**src/rtl/alu_seq_pkg.sv**
```systemverilog
// Shared op codes, FSM state encoding and sizing constants for alu_adder_sequencer.
package alu_seq_pkg;

    localparam int unsigned WIDTH_DEF = 6;
    localparam int unsigned MUL_STEPS = 6;
    localparam int unsigned CNT_W     = 3;

    typedef enum logic [1:0] {
        OP_ADD = 2'b00,
        OP_SUB = 2'b01,
        OP_NEG = 2'b10,
        OP_MUL = 2'b11
    } op_e;

    typedef enum logic [1:0] {
        StIdle = 2'b00,
        StExec = 2'b01,
        StMul  = 2'b10,
        StDone = 2'b11
    } state_e;

endpackage

```
**src/rtl/alu_adder_sequencer_adder.sv**
```systemverilog
// 6-bit ripple-carry adder/subtractor: sel=1 computes x - y as x + ~y + 1.
module _6bit_ripple_adder (
    input  logic [5:0] x,
    input  logic [5:0] y,
    input  logic       sel,
    output logic [5:0] sum,
    output logic       c_out,
    output logic       ovf
);

    logic [6:0] c;
    logic [5:0] yy;

    assign yy   = y ^ {6{sel}};
    assign c[0] = sel;

    for (genvar i = 0; i < 6; i++) begin : g_bit
        assign sum[i]   = x[i] ^ yy[i] ^ c[i];
        assign c[i+1]   = (x[i] & yy[i]) | (c[i] & (x[i] ^ yy[i]));
    end

    assign c_out = c[6];
    // Signed overflow: carry into the sign bit differs from carry out of it.
    assign ovf   = c[6] ^ c[5];

endmodule

```
**src/rtl/alu_adder_sequencer.sv**
```systemverilog
// ADD/SUB/NEG/MUL sequencer sharing one 6-bit ripple adder; start/busy/done handshake.
// Optional sticky overflow flag enabled by defining ALU_SEQ_STICKY_OVF_EN.
module alu_adder_sequencer
    import alu_seq_pkg::*;
#(
    parameter int WIDTH = 6
) (
    input  logic               clk,
    input  logic               rst_n,
    input  logic               start,
    input  logic [1:0]         op,
    input  logic [WIDTH-1:0]   a,
    input  logic [WIDTH-1:0]   b,
    output logic               busy,
    output logic               done,
    output logic [2*WIDTH-1:0] result,
    output logic               ovf,
    output logic               carry
`ifdef ALU_SEQ_STICKY_OVF_EN
    ,
    input  logic               ovf_clr,
    output logic               ovf_sticky
`endif
);

    if (WIDTH != WIDTH_DEF) begin : g_width_check
        $error("alu_adder_sequencer: WIDTH must equal the adder width (6)");
    end

    state_e             state_q, state_d;
    op_e                op_q;
    logic [WIDTH-1:0]   a_q, b_q;
    logic [2*WIDTH:0]   p_q, p_next;
    logic [CNT_W-1:0]   cnt_q;
    logic               accept;
    logic               mul_last;

    logic [WIDTH-1:0]   add_x, add_y, add_sum;
    logic               add_sel, add_cout, add_ovf;

    _6bit_ripple_adder u_adder (
        .x     (add_x),
        .y     (add_y),
        .sel   (add_sel),
        .sum   (add_sum),
        .c_out (add_cout),
        .ovf   (add_ovf)
    );

    assign mul_last = (cnt_q == CNT_W'(MUL_STEPS - 1));

    always_comb begin
        add_x   = '0;
        add_y   = '0;
        add_sel = 1'b0;
        unique case (state_q)
            StExec: begin
                case (op_q)
                    OP_ADD: begin
                        add_x = a_q;
                        add_y = b_q;
                    end
                    OP_SUB: begin
                        add_x   = a_q;
                        add_y   = b_q;
                        add_sel = 1'b1;
                    end
                    OP_NEG: begin
                        add_y   = b_q;
                        add_sel = 1'b1;
                    end
                    default: ;
                endcase
            end
            StMul: begin
                add_x = p_q[2*WIDTH-1:WIDTH];
                add_y = a_q;
            end
            default: ;
        endcase
    end

    // One shift-add step: add multiplicand into the upper half when the LSB is set.
    always_comb begin
        if (p_q[0]) begin
            p_next = {add_cout, add_sum, p_q[WIDTH-1:0]} >> 1;
        end else begin
            p_next = p_q >> 1;
        end
    end

    always_comb begin
        state_d = state_q;
        accept  = 1'b0;
        unique case (state_q)
            StIdle, StDone: begin
                if (start) begin
                    accept  = 1'b1;
                    state_d = (op_e'(op) == OP_MUL) ? StMul : StExec;
                end else begin
                    state_d = StIdle;
                end
            end
            StExec:  state_d = StDone;
            StMul:   state_d = mul_last ? StDone : StMul;
            default: state_d = StIdle;
        endcase
    end

    always_ff @(posedge clk or negedge rst_n) begin
        if (!rst_n) begin
            state_q <= StIdle;
            op_q    <= OP_ADD;
            a_q     <= '0;
            b_q     <= '0;
            p_q     <= '0;
            cnt_q   <= '0;
            result  <= '0;
            ovf     <= 1'b0;
            carry   <= 1'b0;
        end else begin
            state_q <= state_d;
            if (accept) begin
                a_q   <= a;
                b_q   <= b;
                op_q  <= op_e'(op);
                p_q   <= {{(WIDTH + 1){1'b0}}, b};
                cnt_q <= '0;
            end
            if (state_q == StExec) begin
                result <= {{WIDTH{1'b0}}, add_sum};
                ovf    <= add_ovf;
                carry  <= add_cout;
            end
            if (state_q == StMul) begin
                p_q   <= p_next;
                cnt_q <= cnt_q + 1'b1;
                if (mul_last) begin
                    result <= p_next[2*WIDTH-1:0];
                    ovf    <= |p_next[2*WIDTH-1:WIDTH];
                    carry  <= 1'b0;
                end
            end
        end
    end

    assign busy = (state_q == StExec) || (state_q == StMul);
    assign done = (state_q == StDone);

`ifdef ALU_SEQ_STICKY_OVF_EN
    logic sticky_q;

    // Set has priority over a coincident clear.
    always_ff @(posedge clk or negedge rst_n) begin
        if (!rst_n) begin
            sticky_q <= 1'b0;
        end else begin
            sticky_q <= (done & ovf) | (sticky_q & ~ovf_clr);
        end
    end

    assign ovf_sticky = sticky_q;
`endif

endmodule

```
**config.mk**
```make
export PLATFORM = sky130hd
export DESIGN_NAME = alu_adder_sequencer
export DESIGN_NICKNAME = d
export VERILOG_FILES = /design/src/rtl/alu_seq_pkg.sv /design/src/rtl/alu_adder_sequencer_adder.sv /design/src/rtl/alu_adder_sequencer.sv
export SDC_FILE = /design/constraint.sdc
export NUM_CORES = 1
export LEC_CHECK = 0
export ABC_AREA = 1
export BUFFER_PORTS_ARGS = -buffer_cell sky130_fd_sc_hd__buf_2
export CELL_PAD_IN_SITES_DETAIL_PLACEMENT = 1
export CELL_PAD_IN_SITES_GLOBAL_PLACEMENT = 2
export CORE_MARGIN = 8
export CORE_UTILIZATION = 36
export CTS_BUF_LIST = sky130_fd_sc_hd__clkbuf_4
export CTS_CLUSTER_SIZE = 40
export DETAILED_ROUTE_END_ITERATION = 6
export HOLD_SLACK_MARGIN = 0.06
export PLACE_DENSITY = 0.8
export RECOVER_POWER = 25
export SLEW_MARGIN = 20
export SYNTH_ARGS = -nofsm -noshare
export SYNTH_HDL_FRONTEND = slang
export SYNTH_SLANG_ARGS = --single-unit
```
**constraint.sdc**
```tcl
create_clock -name clk -period 3.9 [get_ports clk]
set_input_delay 0 -clock clk [delete_from_list [all_inputs] [get_ports clk]]
set_output_delay 0 -clock clk [all_outputs]
set_load 0.1 [all_outputs]
```
# [Word-level counts from Yosys, hierarchy flattened]
# Cells that the tools add are included.
[word_totals] ff_bits=46 input_bits=17
[op_classes] n_addsub=1 n_eq_ne=7 muxes=26 bitwise_logic=32 reduce_logical=9
[op_table] operator="$mux 12" count=4
[op_table] operator="$mux 13" count=2
[op_table] operator="$pmux 6 s2" count=2
[op_table] operator="$xor 1x1->1" count=13
[op_table] operator="$and 1x1->1" count=12
[op_table] operator="$mux 6" count=2
[op_table] operator="$mux 1" count=11
[op_table] operator="$eq 2x2->1 const B" count=4
[op_table] operator="$mux 3" count=2
[op_table] operator="$or 1x1->1" count=6
[op_table] operator="$pmux 2 s3" count=1
[op_table] operator="$reduce_or 2->1" count=3
[op_table] operator="$reduce_or 6->1" count=1
[op_table] operator="$xor 6x6->6" count=1
[op_table] operator="$eq 2x1->1 const B" count=2
[op_table] operator="$logic_not 2->1" count=2
[op_table] operator="$mux 2" count=2
[op_table] operator="$add 3x1->3 const B" count=1
[op_table] operator="$eq 3x3->1 const B" count=1
[op_table] operator="$reduce_or 3->1" count=1
[op_table] operator="$reduce_bool 2->1" count=1
[op_table] operator="$logic_or 1x1->1" count=1

# [Depth between registers and ports, before layout]
[depth] word_depth=22 mapped_depth=21 mapped_depth_nobuf=21

# [By module]
# A second synthesis with hierarchy kept.
[hier_totals] cells_unflattened=315 hier_area_um2=2533.7
[modules_own_cells] module="alu_adder_sequencer" instances=1 cells_each=275 area_per_inst_um2=2263.4 seq_area_each_um2=1126.1
[modules_own_cells] module="_6bit_ripple_adder" instances=1 cells_each=40 area_per_inst_um2=270.3 seq_area_each_um2=0.0

# [Worst setup path before layout]
# Ideal clock, no wire load.
[synth_timing] kind="reg-to-reg" from="reg state_q[0]" to="reg ovf" setup_time_ns=0.072 t_arrival_ns=3.903 t_required_ns=3.828 setup_slack_ns=-0.076 stages_incl_launch_ff=20 period_less_slack_ns=3.976 path_cell_list="dfrtp_1 inv_1 ha_1 inv_1 buf_2 nand2_1 xor2_1 fa_1 fa_1 inv_1 fa_1 inv_1 fa_1 inv_1 fa_1 nand2_1 o21ai_0 nand3_1 nor2_1 nor2_1"
[synth_via] elab_chain_len=20
[synth_lines] item="start, declared" line_no="alu_adder_sequencer.sv:30" text="state_e state_q, state_d;"
[synth_lines] item="start signal, assigned" line_no="alu_adder_sequencer.sv:112" text="state_q <= StIdle;"
[synth_lines] item="start signal, assigned" line_no="alu_adder_sequencer.sv:122" text="state_q <= state_d;"
[synth_lines] item="$eq 2x2->1 / $eq 2x1->1 (equally long branches)" line_no="alu_adder_sequencer.sv:56, alu_adder_sequencer.sv:135, alu_adder_sequencer.sv:130"
[synth_lines] item="$pmux 6 s2 / $mux 1 (equally long branches)" line_no="alu_adder_sequencer.sv:56" text="unique case (state_q)"
[synth_lines] item="$xor 6x6->6" line_no="alu_adder_sequencer_adder.sv:14" text="assign yy = y ^ {6{sel}};"
[synth_lines] item="$xor 1x1->1" line_no="alu_adder_sequencer_adder.sv:19" text="assign c[i+1] = (x[i] & yy[i]) | (c[i] & (x[i] ^ yy[i]));"
[synth_lines] item="$and 1x1->1" line_no="alu_adder_sequencer_adder.sv:19"
[synth_lines] item="$or 1x1->1" line_no="alu_adder_sequencer_adder.sv:19"
[synth_lines] item="$and 1x1->1" line_no="alu_adder_sequencer_adder.sv:19"
[synth_lines] item="$or 1x1->1" line_no="alu_adder_sequencer_adder.sv:19"
[synth_lines] item="[... 4 more ...]"
[synth_lines] item="$and 1x1->1" line_no="alu_adder_sequencer_adder.sv:19"
[synth_lines] item="$or 1x1->1" line_no="alu_adder_sequencer_adder.sv:19"
[synth_lines] item="$and 1x1->1" line_no="alu_adder_sequencer_adder.sv:19"
[synth_lines] item="$or 1x1->1" line_no="alu_adder_sequencer_adder.sv:19"
[synth_lines] item="$mux 12 / $xor 1x1->1 (equally long branches)" line_no="alu_adder_sequencer.sv:85, alu_adder_sequencer_adder.sv:24"
[synth_lines] item="$reduce_or 6->1 / $mux 1 (equally long branches)" line_no="alu_adder_sequencer.sv:140, alu_adder_sequencer.sv:130"
[synth_lines] item="$mux 1" line_no="alu_adder_sequencer.sv:138" text="if (mul_last) begin"
[synth_lines] item="$mux 1 (*)" line_no="alu_adder_sequencer.sv:135" text="if (state_q == StMul) begin"
[synth_lines] item="end signal, assigned" line_no="alu_adder_sequencer.sv:132" text="ovf <= add_ovf;"
[synth_lines] item="end signal, assigned" line_no="alu_adder_sequencer.sv:140" text="ovf <= |p_next[2*WIDTH-1:WIDTH];"
[synth_lines] item="end, declared" line_no="alu_adder_sequencer.sv:17" text="output logic ovf,"
# Mark *: on every way between the ends. The rest lies on a longest branch, timed or not.
# A chain may end at the register's enable or synchronous reset.

# [Final worst setup path]
[layout_timing] from="reg state_q[1]" to="reg ovf"
# Same word-level chain as after synthesis.

==> flow_summary.json <==
{
  "rrSetupSlack_ns": 0.25,
  "rr_startpoint": "state_q[1]",
  "grt_pass1_wl_um": 11400,
  "r2r_cells": 19,
  "synth-simple-area-share_pct": 19.9,
  "hp-start": "a[3]",
  "setup_ws_ns": 0.249,
  "antenna_found_initial": 0,
  "dpl_cell_area_mm2": 0.00262,
  "finClkSkew_ns": 0.0162,
  "drc": 0,
  "cp_max_fo": 6,
  "clock_latency_ns": 0.37,
  "fmax_mhz": 274,
  "arrival_ns": 3.91,
  "post-route-util_pct": 43.8,
  "cp-start-kind": "register",
  "cts_max_level": 2,
  "first_global_vias": 2247,
  "cts_buffers": 5,
  "hold_violations": 0,
  "grt-ovfl-total": 0,
  "die_h_um": 97.9,
  "drive_above_1_share_pct": 16.5,
  "wl_per_cell_um": 16.0,
  "hpwlAfterDp_um": 5090,
  "diodes": 0,
  "grtUsageTotal_pct": 14.9,
  "ioPinCount": 33,
  "setup_viol": 0,
  "start_util_pct": 36.3,
  "place_ws_ns": 0.0788,
  "grt_max_degree": 46,
  "syn_nets": 313,
  "stdcell_area_mm2": 0.00291,
  "cts_num_sinks": 45,
  "cts_tree": "built",
  "period_share_pct": 93.6,
  "postRouteAntennaNets": 0,
  "worst_hold_slack_ns": 0.368,
  "cap_violations": 1,
  "routed_wl_um": 6690,
  "regToRegEndpoint": "ovf",
  "nNetsFinal": 368,
  "core_area_mm2": 0.00664,
  "min_path_cells": 4,
  "synth_compound_area_share_pct": 13.6,
  "drt_iter0_markers": 60,
  "root_buffer": "clkbuf_4",
  "syn_area_mm2": 0.00241,
  "drv_slew": 46,
  "violations": "max-capacitance violations, max-slew violations",
  "relSlewSlack_pct": -65.8,
  "dieArea_mm2": 0.00958,
  "syn_area_per_cell_um2": 8.53,
  "port_buffers": 32,
  "crit_required_ns": 4.16,
  "vias": 2078,
  "rows": 30,
  "ys_ff_latch": 45,
  "synth_top_family_by_area": "simple AND/OR/NAND/NOR gates",
  "synth_mux_area_share_pct": 0,
  "synth_cell_types": 28,
  "min_period_ns": 3.65,
  "clockBufferDepth": 2,
  "synth_fa_ha_area_share_pct": 8.29,
  "viasPerCell": 4.96,
  "gp_congestion": 0.857,
  "path_clk_slew_ns": 0.15,
  "area_growth_pct": 20.5,
  "synth-seq-area-share_pct": 46.7,
  "hold_class": "in -> reg",
  "die_width_um": 97.9,
  "tightest_slew_ns": 2.49,
  "synth_warnings": 0,
  "firstDrtPassIters": 4,
  "path_class": "reg -> reg",
  "status": "finished, violations left",
  "synthXorXnorAreaFrac_pct": 2.18,
  "worstSetupEndpointType": "register",
  "hold_end": "a_q[3]",
  "synth_cells": 283
}
repair_timing:
| action | in CTS | in global routing |
|---|---|---|
| endpoints found under the hold margin | 68 | 0 |
| endpoints found under the setup margin | 0 | 5 |
| hold buffers | 21 | 0 |
| buffers inserted | 0 | 1 |
| resized for setup | 0 | 7 |
cell families (layout without fill, tap and decap cells):
| logic type | after synthesis | after routing |
|---|---|---|
| flops | 45 | 45 |
| simple gates | 115 | 115 |
| buf+inv | 48 | 104 |
| xor+xnor | 6 | 6 |
| compound gates | 56 | 56 |
| fa+ha+maj | 13 | 13 |
flip-flops by register name (all words and copies together) (netlist names):
name and cells:
carry 1, ovf 1, b_q 6, state_q 2
a_q 6, result 12, p_q 12, op_q 2
cnt_q 3
worst max-delay path by stage:
stage,from,end,slack (ns),cells after the start
5_1_grt,state_q[1],ovf,-0.007,19
2_1_floorplan,state_q[0],ovf,0.12,19
6_report,state_q[1],ovf,0.25,19
3_3_place_gp,state_q[1],ovf,0.26,19
3_5_place_dp,state_q[1],ovf,0.08,19
4_1_cts,state_q[1],ovf,0.04,19
synth_stat cells:
cell	n	area share, %
nand2_1	93	14
dfrtp_1	45	47
inv_1	35	5.4
o21ai_0	24	5.0
o22ai_1	12	3.1
a21oi_1	8	1.7
ha_1	8	4.1
nand3_1	8	1.7
nor2_1	7	1.1
fa_1	5	4.1
xor2_1	5	1.8
buf_6	4	1.9
o211ai_1	4	1.2
buf_2	3	0.62
o21ai_1	3	0.62
buf_4	2	0.62
inv_2	2	0.31
inv_4	2	0.52
nand2_2	2	0.52
nand4_1	2	0.52
o211ai_2	2	1.0
a31oi_1	1	0.26
nand2_4	1	0.47
nand3_4	1	0.73
nor2_4	1	0.47
o21bai_1	1	0.31
o221ai_1	1	0.36
xnor2_1	1	0.36
through the flow:
step | setup TNS, ns | cells
6_report | 0 | 419
3_5_place_dp | 0 | 389
4_1_cts | 0 | 418
5_1_grt | -0.00668 | 419
3_3_place_gp | 0 | 389
2_1_floorplan | 0 | 283
final cells by class:
type                       count  area, µm²
clock inverter                 3       12.5
sequential                    45       1130
inverter                      39        151
clock buffer                   5       37.5
tap                           80        100
timing repair buffer          57        399
multi-input combinational    190       1080
fill                         819       3740
critical path: stages (launching register included):
cell,delay [ns]
dfrtp_1,0.42
inv_1,0.08
ha_2,0.24
inv_1,0.13
nor2_1,0.24
nand2_1,0.08
a21oi_1,0.23
fa_2,0.25
fa_1,0.16
inv_1,0.05
fa_1,0.35
inv_1,0.08
fa_1,0.20
inv_1,0.07
fa_1,0.50
nand2_1,0.05
o21ai_1,0.13
nand3_1,0.10
nor2_1,0.11
nor2_1,0.05
layout by cell type, fill, tap and decap left out, drive strengths merged, types with 6 or more instances in the layout:
cell type and instances:
a21oi 8, buf 35, clkbuf 6, dfrtp 45, dlygate4sd3 21, ha 8
inv 39, nand2 96, nand3 9, nor2 8, o211ai 6, o21ai 27
o22ai 12
routing by layer:
| metal | GRT usage [%] | wire (µm) | vias up |
|---|---|---|---|
| met3 | 3.27 | 251 | 6 |
| met5 | 0 | 0 | - |
| met4 | 3.96 | 78 | 0 |
| met1 | 19.0 | 3050 | 1026 |
| li1 | - | - | 1015 |
| met2 | 24.7 | 3310 | 31 |
Power is not shown: default switching activity piles up to over one toggle a cycle in this logic, so the estimate is an artifact.
